<file path="src/rtl/ad_cap_pkg.sv">
// ad_cap_pkg: shared definitions for the ADC capture controller.
//   AD_DATA_W / AD_ADDR_W : default sample width and capture RAM address width
//   AD_DEPTH              : default capture RAM depth (2^AD_ADDR_W)
//   cap_state_e           : capture controller state encoding
//   is_capture()          : true in the states that write samples to RAM
package ad_cap_pkg;

    localparam int AD_DATA_W = 16;
    localparam int AD_ADDR_W = 10;
    localparam int AD_DEPTH  = 1 << AD_ADDR_W;

    typedef enum logic [2:0] {
        StIdle,
        StPreFill,
        StWaitTrig,
        StPost,
        StDone
    } cap_state_e;

    function automatic logic is_capture(input cap_state_e st);
        return (st == StPreFill) || (st == StWaitTrig) || (st == StPost);
    endfunction

endpackage

</file>
<file path="src/rtl/ad_trig_det.sv">
// ad_trig_det: level-crossing edge detector on the valid sample stream.
//   i_clk, i_rst_n : clock, asynchronous active-low reset
//   i_sample       : current sample (signed)
//   i_vld          : current sample is being captured; updates the previous-sample register
//   i_wait         : controller is waiting for a trigger; outside it qualification is dropped
//   i_level        : signed threshold
//   i_fall         : 0 = rising crossing, 1 = falling crossing
//   o_trig_hit     : combinational hit on the current sample
module ad_trig_det
    import ad_cap_pkg::*;
#(
    parameter int DATA_W = AD_DATA_W
) (
    input  logic                     i_clk,
    input  logic                     i_rst_n,
    input  logic signed [DATA_W-1:0] i_sample,
    input  logic                     i_vld,
    input  logic                     i_wait,
    input  logic signed [DATA_W-1:0] i_level,
    input  logic                     i_fall,
    output logic                     o_trig_hit
);

    logic signed [DATA_W-1:0] r_prev;
    logic                     r_qual;
    logic                     w_rise;
    logic                     w_fall;

    // r_qual only becomes set by a valid sample seen while waiting, so the first
    // sample after entering the wait state can never fire on a stale prev.
    always_ff @(posedge i_clk or negedge i_rst_n) begin
        if (!i_rst_n) begin
            r_prev <= '0;
            r_qual <= 1'b0;
        end else begin
            if (i_vld) begin
                r_prev <= i_sample;
            end
            r_qual <= i_wait ? (r_qual | i_vld) : 1'b0;
        end
    end

    assign w_rise     = (r_prev < i_level) && (i_sample >= i_level);
    assign w_fall     = (r_prev > i_level) && (i_sample <= i_level);
    assign o_trig_hit = i_wait && i_vld && r_qual && (i_fall ? w_fall : w_rise);

endmodule

</file>
<file path="src/rtl/ad_capture_ctrl.sv">
// ad_capture_ctrl: pre/post-trigger ADC capture into a circular RAM.
//   clkin_bufr, io_reset_n        : clock, asynchronous active-low reset (release synchronised)
//   ad_din, ad_vld                : signed sample stream and qualifier
//   arm, abort, force_trig        : start pulse, cancel, software trigger
//   trig_level, trig_fall         : trigger threshold and edge select
//   pre_cnt, post_cnt             : pre-trigger and post-trigger (incl. trigger) sample counts
//   wr_en, wr_addr, wr_data       : capture RAM write port (same-cycle with ad_vld)
//   busy, done, trig_addr, cfg_err: status
//   done_ack                      : host readout finished, returns DONE to IDLE
module ad_capture_ctrl
    import ad_cap_pkg::*;
#(
    parameter int DATA_W = AD_DATA_W,
    parameter int ADDR_W = AD_ADDR_W
) (
    input  logic                     clkin_bufr,
    input  logic                     io_reset_n,
    input  logic signed [DATA_W-1:0] ad_din,
    input  logic                     ad_vld,
    input  logic                     arm,
    input  logic                     abort,
    input  logic                     force_trig,
    input  logic signed [DATA_W-1:0] trig_level,
    input  logic                     trig_fall,
    input  logic [ADDR_W-1:0]        pre_cnt,
    input  logic [ADDR_W:0]          post_cnt,
    output logic                     wr_en,
    output logic [ADDR_W-1:0]        wr_addr,
    output logic [DATA_W-1:0]        wr_data,
    output logic                     busy,
    output logic                     done,
    output logic [ADDR_W-1:0]        trig_addr,
    output logic                     cfg_err,
    input  logic                     done_ack
);

    localparam int CNT_W = ADDR_W + 1;
    localparam logic [ADDR_W+1:0] L_DEPTH   = {2'b01, {ADDR_W{1'b0}}};
    localparam logic [CNT_W-1:0]  L_CNT_ONE = {{ADDR_W{1'b0}}, 1'b1};
    localparam logic [ADDR_W-1:0] L_PTR_ONE = {{(ADDR_W-1){1'b0}}, 1'b1};

    logic [1:0]               r_rst_sync;
    logic                     w_run;
    cap_state_e               r_state;
    logic [ADDR_W-1:0]        r_ptr;
    logic [ADDR_W-1:0]        r_trig_addr;
    logic [CNT_W-1:0]         r_cnt;
    logic [CNT_W-1:0]         r_post;
    logic signed [DATA_W-1:0] r_level;
    logic                     r_fall;
    logic                     r_cfg_err;
    logic                     r_force_pend;

    logic                     w_wr;
    logic                     w_in_wait;
    logic                     w_trig_hit;
    logic                     w_fire;
    logic [ADDR_W+1:0]        w_sum;
    logic                     w_cfg_bad;

    // Assertion is immediate; the FSM only starts moving once the release has
    // passed through both flops.
    always_ff @(posedge clkin_bufr or negedge io_reset_n) begin
        if (!io_reset_n) begin
            r_rst_sync <= 2'b00;
        end else begin
            r_rst_sync <= {r_rst_sync[0], 1'b1};
        end
    end
    assign w_run = r_rst_sync[1];

    assign w_wr      = is_capture(r_state) && ad_vld && !abort;
    assign w_in_wait = (r_state == StWaitTrig);
    assign w_fire    = w_wr && w_in_wait && (w_trig_hit || force_trig || r_force_pend);
    assign w_sum     = {2'b00, pre_cnt} + {1'b0, post_cnt};
    assign w_cfg_bad = (post_cnt == '0) || (w_sum > L_DEPTH);

    ad_trig_det #(
        .DATA_W(DATA_W)
    ) u_trig_det (
        .i_clk     (clkin_bufr),
        .i_rst_n   (io_reset_n),
        .i_sample  (ad_din),
        .i_vld     (w_wr),
        .i_wait    (w_in_wait),
        .i_level   (r_level),
        .i_fall    (r_fall),
        .o_trig_hit(w_trig_hit)
    );

    always_ff @(posedge clkin_bufr or negedge io_reset_n) begin
        if (!io_reset_n) begin
            r_state      <= StIdle;
            r_ptr        <= '0;
            r_trig_addr  <= '0;
            r_cnt        <= '0;
            r_post       <= '0;
            r_level      <= '0;
            r_fall       <= 1'b0;
            r_cfg_err    <= 1'b0;
            r_force_pend <= 1'b0;
        end else if (w_run) begin
            if (abort) begin
                r_state      <= StIdle;
                r_force_pend <= 1'b0;
            end else begin
                unique case (r_state)
                    StIdle: begin
                        if (arm) begin
                            if (w_cfg_bad) begin
                                r_cfg_err <= 1'b1;
                            end else begin
                                r_level      <= trig_level;
                                r_fall       <= trig_fall;
                                r_post       <= post_cnt;
                                r_cnt        <= {1'b0, pre_cnt};
                                r_ptr        <= '0;
                                r_cfg_err    <= 1'b0;
                                r_force_pend <= 1'b0;
                                r_state      <= (pre_cnt == '0) ? StWaitTrig : StPreFill;
                            end
                        end
                    end
                    StPreFill: begin
                        if (ad_vld) begin
                            r_ptr <= r_ptr + L_PTR_ONE;
                            r_cnt <= r_cnt - L_CNT_ONE;
                            if (r_cnt == L_CNT_ONE) begin
                                r_state <= StWaitTrig;
                            end
                        end
                    end
                    StWaitTrig: begin
                        if (ad_vld) begin
                            r_ptr <= r_ptr + L_PTR_ONE;
                            if (w_fire) begin
                                // Trigger sample is post sample 1.
                                r_trig_addr  <= r_ptr;
                                r_force_pend <= 1'b0;
                                r_cnt        <= r_post - L_CNT_ONE;
                                r_state      <= (r_post == L_CNT_ONE) ? StDone : StPost;
                            end
                        end else if (force_trig) begin
                            r_force_pend <= 1'b1;
                        end
                    end
                    StPost: begin
                        if (ad_vld) begin
                            r_ptr <= r_ptr + L_PTR_ONE;
                            r_cnt <= r_cnt - L_CNT_ONE;
                            if (r_cnt == L_CNT_ONE) begin
                                r_state <= StDone;
                            end
                        end
                    end
                    StDone: begin
                        if (done_ack) begin
                            r_state <= StIdle;
                        end
                    end
                    default: r_state <= StIdle;
                endcase
            end
        end
    end

    assign wr_en     = w_wr;
    assign wr_addr   = r_ptr;
    assign wr_data   = w_wr ? ad_din : '0;
    assign busy      = (r_state != StIdle) && (r_state != StDone);
    assign done      = (r_state == StDone);
    assign trig_addr = r_trig_addr;
    assign cfg_err   = r_cfg_err;

endmodule
</file>
<file path="config.mk">
export PLATFORM = sky130hd
export DESIGN_NAME = ad_capture_ctrl
export DESIGN_NICKNAME = d
export VERILOG_FILES = /design/src/rtl/ad_cap_pkg.sv /design/src/rtl/ad_trig_det.sv /design/src/rtl/ad_capture_ctrl.sv
export SDC_FILE = /design/constraint.sdc
export NUM_CORES = 1
export LEC_CHECK = 0
export CORE_MARGIN = 4
export CORE_UTILIZATION = 50
export DETAILED_ROUTE_END_ITERATION = 16
export PLACE_DENSITY_LB_ADDON = 0.25
export SLEW_MARGIN = 10
export SYNTH_ARGS = -nofsm -noshare
export SYNTH_HDL_FRONTEND = slang
export SYNTH_HIERARCHICAL = 1
export SYNTH_SLANG_ARGS = --single-unit
</file>
<file path="constraint.sdc">
create_clock -name clkin_bufr -period 6.4 [get_ports clkin_bufr]
set_input_delay 1.6 -clock clkin_bufr [delete_from_list [all_inputs] [get_ports clkin_bufr]]
set_output_delay 1.6 -clock clkin_bufr [all_outputs]
set_load 0.05 [all_outputs]
</file>
Word-level counts from Yosys, hierarchy flattened
Index checks and enable logic that the tools add are counted.

storage, ports and cells
  register bits = 83
  bits in latches = 0
  memory bits (writable) = 0
  memory bits (read-only) = 0
  bits of input ports = 61
  output and inout bits = 40
  logic and storage cells = 113
  memories = 0

operators by class
  $add $sub $neg = 4
  multipliers = 0
  div/mod/pow operators = 0
  $lt $le $gt $ge = 5
  equal/unequal tests = 24
  shift-type cells = 0
  mux-type cells = 34
  bitwise operators = 3
  reduce and logical (&&, ||, !) cells = 31

operator list
  kind                     count
  $mux W11                 5
  $mux W3                  11
  $pmux W11 S3             1
  $mux W10                 3
  $eq A11 B1 Y1 const B    2
  $sub A11 B1 Y11 const B  2
  $ne A3 B3 Y1 const B     7
  $pmux W10 S2             1
  $ge A16 B16 Y1           1
  $gt A16 B16 Y1           1
  $le A16 B16 Y1           1
  $lt A16 B16 Y1           1
  $mux W16                 1
  $pmux W3 S5              1
  $add A10 B11 Y12         1
  $gt A12 B11 Y1 const B   1
  $reduce_and A6 Y1        2
  $logic_not A11 Y1        1
  $add A10 B1 Y10 const B  1
  $logic_not A10 Y1        1
  $reduce_and A10 Y1       1
  $reduce_and A5 Y1        2
  $logic_and A1 B1 Y1      9
  $mux W1                  9
  other kinds (20)         35

Depth between registers and ports, before layout
Gate-level depths: netlist (run 1).

  depth in word-level cells = 15
  mapped depth = 16
  gate-level depth less buffers = 16

Modules after synthesis
Netlist (run 1), hierarchy kept.

modules (own cells, without submodules)
  module           instances  cells an instance  area each (um2)  sequential area each (um2)
  ad_capture_ctrl  1          440                4,194.0          1,651.6
  ad_trig_det      1          142                1,407.6          425.4

Worst setup path before layout (run 1)
OpenSTA, ideal clock, no wires.

  kind = input to register
  from = in abort
  to = reg r_state[2]
  setup time = 64 ps
  data arrival time = 5,132 ps
  data required time = 6,336 ps
  path slack = 1,204 ps
  cell stages on the path = 13
  path buffers = 4
  cells stage by stage = clkbuf_1 -> nor3_1 -> clkbuf_1 -> clkbuf_1 -> clkbuf_1 -> nand3_1 -> a211oi_2 -> nor3_1 -> o41a_1 -> a221oi_1 -> o21ai_0 -> nor4_1 -> a21o_1

between the ends
  cells in the longest elaborated chain, start to end = 10
  elaborated cells on any way between the ends = 19
  classes of those cells = eq/ne: 9; mux: 1; reduce/logical: 9

RTL lines
  what                               line                    text
  from (decl)                        ad_capture_ctrl.sv:21   input logic abort,
  $logic_not A1 Y1                   ad_capture_ctrl.sv:72   assign w_wr = is_capture(r_state) && ad_vld && !abort;
  $logic_and A1 B1 Y1                ad_capture_ctrl.sv:72
  named net wr_en                    ad_capture_ctrl.sv:27   output logic wr_en,
  $logic_and A1 B1 Y1 (3 in series)  ad_trig_det.sv:45       assign o_trig_hit = i_wait && i_vld && r_qual && (i_fall ? w_fall : w_rise);
  named net w_trig_hit               ad_capture_ctrl.sv:56   logic w_trig_hit;
  $logic_or A1 B1 Y1 (2 in series)   ad_capture_ctrl.sv:74   assign w_fire = w_wr && w_in_wait && (w_trig_hit || force_trig || r_force_pend);
  $logic_and A1 B1 Y1                ad_capture_ctrl.sv:74
  $ne A3 B3 Y1 (no line)             -
  $reduce_and A10 Y1 (no line)       -
  to (signal assigned)               ad_capture_ctrl.sv:93   r_state <= StIdle;
  to (signal assigned)               ad_capture_ctrl.sv:104  r_state <= StIdle;
  to (signal assigned)               ad_capture_ctrl.sv:120  r_state <= (pre_cnt == '0) ? StWaitTrig : StPreFill;
  to (decl)                          ad_capture_ctrl.sv:44   cap_state_e r_state;

The timed path passes the listed nets, and every way through them passes these cells.
A chain may end at the register's enable or synchronous reset.

Worst setup path after layout (run 1)
  from = in ad_vld
  to = out wr_data[2]

between the ends
  cells in the longest elaborated chain, start to end = 3

RTL lines
  what                               line                    text
  from (decl)                        ad_capture_ctrl.sv:19   input logic ad_vld,
  $logic_and A1 B1 Y1 (2 in series)  ad_capture_ctrl.sv:72
  $mux W16                           ad_capture_ctrl.sv:169  assign wr_data = w_wr ? ad_din : '0;
  to (decl)                          ad_capture_ctrl.sv:29   output logic [DATA_W-1:0] wr_data,

Every way passes these cells.

==> results.md, run 1 <==
- Max Cap Viol: 0
- Synthesized cell area: 0.00560 sq mm
- CP most frequent cell: clkdlybuf4s50_1
- Final instance area: 0.00690 sq mm
- Hold crit path type: reg2reg
- Filler cells: 953
- Vias in the first global route: 5087
- First-pass GRT wire length: 24.9 mm
- Part of the cycle the worst path needs: 86.0%
- Worst Setup Start Kind: primary input
- Global router's overall resource usage: 23.8%
- Largest net degree at the start of global routing: 84
- Post-DRT Antenna Nets: 0
- Layout area overhead: 23.1%
- Area occupied by multi-input gates: 0.00332 sq mm
- Final min period: 5.51 ns
- Crit Path Max Fanout: 37
- Nets: 791
- Grt ovf: 0
- Number of hold buffers added after cts: 0
- Flop pwr share: 35.6%
- Post-DR vias/cell: 6.00
- Internal power: 1.41 mW
- Avg Inst Size Synth: 9.62 sq um
- Finish-stage setup viols: 0
- Worst slew pin tran: 1.05 ns
- Placer Congestion: 0.901
- P_sw: 1.08 mW
- Synth Flop Type: dfrtp_1
- Setup TNS: 0 ns
- I/O Buffers: 100
- Pwr Density: 362 mW/mm^2
- Final wirelength: 15.0 mm
- Crit Path Category: in2out
- Critical Path RT: 4.80 ns
- Die H: 114 um
- I/O pins: 101
- Final Max Slew Viols: 0
- Drc violations: 0
- Reg clk slew, reported paths: 0.08 ns
- Die area: 0.0130 sq mm
- Initial antenna violation count: 0
- Sequential area share after synthesis: 37.1%
- CTS tree: done
- Status: finished, final reports clean
- CTS Buffer Depth: 2
- RSZ-0062 raised after global routing: no
- EDFF count, synth: 0
- Root Buffer: clkbuf_8
- ANT cells: 0
- CTS sink count: 83
- FF-to-FF setup slack: 1.94 ns
- Routed WL per cell: 18.1 um
- Syn Nets: 691
- Register area: 0.00208 sq mm
- CTS H-Tree Depth: 3
- Delay of the slowest critical-path stage: 0.81 ns
- Flops & latches, synth: 83
- Layout cells sized above 1: 12.0%
- WP data arrival: 3.91 ns
- Post-synthesis cell type count: 58
- Ys async rst share: 100%
- CP cell instances: clkdlybuf4s50_1, o21ai_0, nor3_2, buf_4, and2_1, clkdlybuf4s50_1
- Crit path capture type: primary output
- Die Wd: 114 um
- Final setup skew: 0.0205 ns
- 1st-iter DRT viols: 292
- Switching share of power: 43.4%
- Clock Power Share: 13.1%
- Clock Latency Late Sink: 0.36 ns
- Logic pwr share: 51.2%
- Core ar.: 0.0109 sq mm
- Placed cell area: 0.00674 sq mm
- Cells after synthesis: 582
- # rows: 38
- Leak: 2.96 nW
- TritonCTS buffer count: 9
- First-pass iteration count of the detailed router: 5
- Max Fclk: 182 MHz
- Hold Vio Cnt, Final: 0
- Post-CTS Setup Inserts: 0
- Initial Util: 51.4%
- Synth warn: 6
- Routed vias: 4940
- Worst path slowest cell: clkdlybuf4s50_1
- Rel. slew slack: 29.8%
- DP Wirelength: 11.5 mm
- Resized cells post-CTS: 0
- Worst VDD drop: 0.192 mV
## registers in the layout (all words and copies together) (netlist names), 2 cells and up
register and flops:
r_cnt 11, wr_addr 10, u_trig_det/r_prev 16, r_post 11, r_rst_sync 2, trig_addr 10
r_level 16, r_state 3
## layout make-up
| class | count | share of cell area, % |
|---|---|---|
| clock buffer | 10 | 2.00 |
| clock inverter | 3 | 0.254 |
| inverter | 35 | 1.90 |
| multi-input combinational | 448 | 48.2 |
| sequential | 83 | 30.1 |
| tap | 140 | 2.54 |
| timing repair buffer | 105 | 15.0 |
## cell families after synthesis
| kind of cell | count (synthesis) | share of synthesized area [%] |
|---|---|---|
| compound gates | 155 | 18.6 |
| flops | 83 | 37.1 |
| buf+inv | 51 | 3.69 |
| xor+xnor | 20 | 3.13 |
| mux | 57 | 11.4 |
| fa+ha+maj | 48 | 10.9 |
| simple gates | 167 | 15.3 |
| other cells | 1 | 0.0669 |
## metal layers
| metal | part of all wire [%] | vias to the layer above | GRT usage (%) |
|---|---|---|---|
| li1 | - | 2355 | - |
| met1 | 41 | 2393 | 29.4 |
| met2 | 50 | 171 | 41.5 |
| met3 | 7.0 | 21 | 5.46 |
| met4 | 1.7 | 0 | 7.60 |
| met5 | 0 | - | 0 |
## cells in the final DEF (no fill, tap or decap), drive strengths merged, types with 13 or more instances in the layout
master and count:
a21oi 41, and2 18, clkdlybuf4s50 99, dfrtp 83, ha 47, inv 35, mux2 53, nand2 43
nand3 14, nor2 34, nor4 13, o211ai 19, o21ai 27
## cell usage after synthesis, types with 10 or more instances
cell / instances / area (sq um)
and3_1: 11 / 68.8
dfrtp_1: 83 / 2080
ha_1: 47 / 588
mux2_2: 52 / 586
inv_1: 35 / 131
o21ai_0: 26 / 130
a21oi_1: 41 / 205
nor3_1: 11 / 55.1
o211ai_1: 19 / 143
and2_1: 18 / 113
a211oi_1: 10 / 75.1
nor4_1: 12 / 75.1
nor2_1: 34 / 128
o21a_1: 11 / 82.6
xor2_1: 12 / 105
nand2_1: 43 / 161
clkbuf_1: 14 / 52.6
nand3_1: 14 / 70.1
## path summary, 6_finish.rpt
kind                                              start                 endpoint  cells after the start
worst max-delay path                             ad_vld               wr_data[2]                      6
worst min-delay path            r_rst_sync[0]$_DFF_PN0_  r_rst_sync[1]$_DFF_PN0_                      0
worst max register to register  r_level[15]$_DFFE_PN0P_   r_state[2]$_DFFE_PN0P_                     15
worst min register to register  r_rst_sync[0]$_DFF_PN0_  r_rst_sync[1]$_DFF_PN0_                      0
max in group asynchronous                    io_reset_n     r_cnt[9]$_DFFE_PN0P_                      1
min in group asynchronous                    io_reset_n   r_level[0]$_DFFE_PN0P_                      1
## critical path, delay by kind of cell
kind | cells | cell delay (ns)
and+or+nand+nor | 2 | 0.35
AOI/OAI and AO/OA | 1 | 0.24
buffers and inverters | 3 | 1.72
## metrics by stage
| step | hold WS [ns] | setup slack [ns] | total power, mW | instances | utilization, % |
|---|---|---|---|---|---|
| 3_3_place_gp | 0.333 | 0.757 | 2.10 | 811 | 61.9 |
| 5_1_grt | 0.369 | 0.711 | 2.70 | 824 | 63.4 |
| 4_1_cts | 0.371 | 0.905 | 2.50 | 824 | 63.4 |
| 3_5_place_dp | 0.361 | 0.714 | 2.16 | 811 | 61.9 |
| 6_report | 0.370 | 0.894 | 2.50 | 824 | 63.4 |
| 2_1_floorplan | 0.331 | 1.20 | 1.77 | 582 | - |
## power by group through the flow
stage | registers (mW) | logic (mW) | clock network, mW
2_1_floorplan | 0.870 | 0.900 | 0
3_3_place_gp | 0.885 | 1.22 | 0
3_5_place_dp | 0.895 | 1.27 | 0
4_1_cts | 0.887 | 1.28 | 0.337
5_1_grt | 0.916 | 1.42 | 0.358
6_report | 0.890 | 1.28 | 0.327
Note: power is estimated with default switching activity, not from simulation.
==> run 2, diff against run 1 <==
Settings changed: CTS_CLUSTER_DIAMETER set to 120.
==> results of run 2 <==
Same layout as run 1: the final DEF is identical, and so are final timing and power.
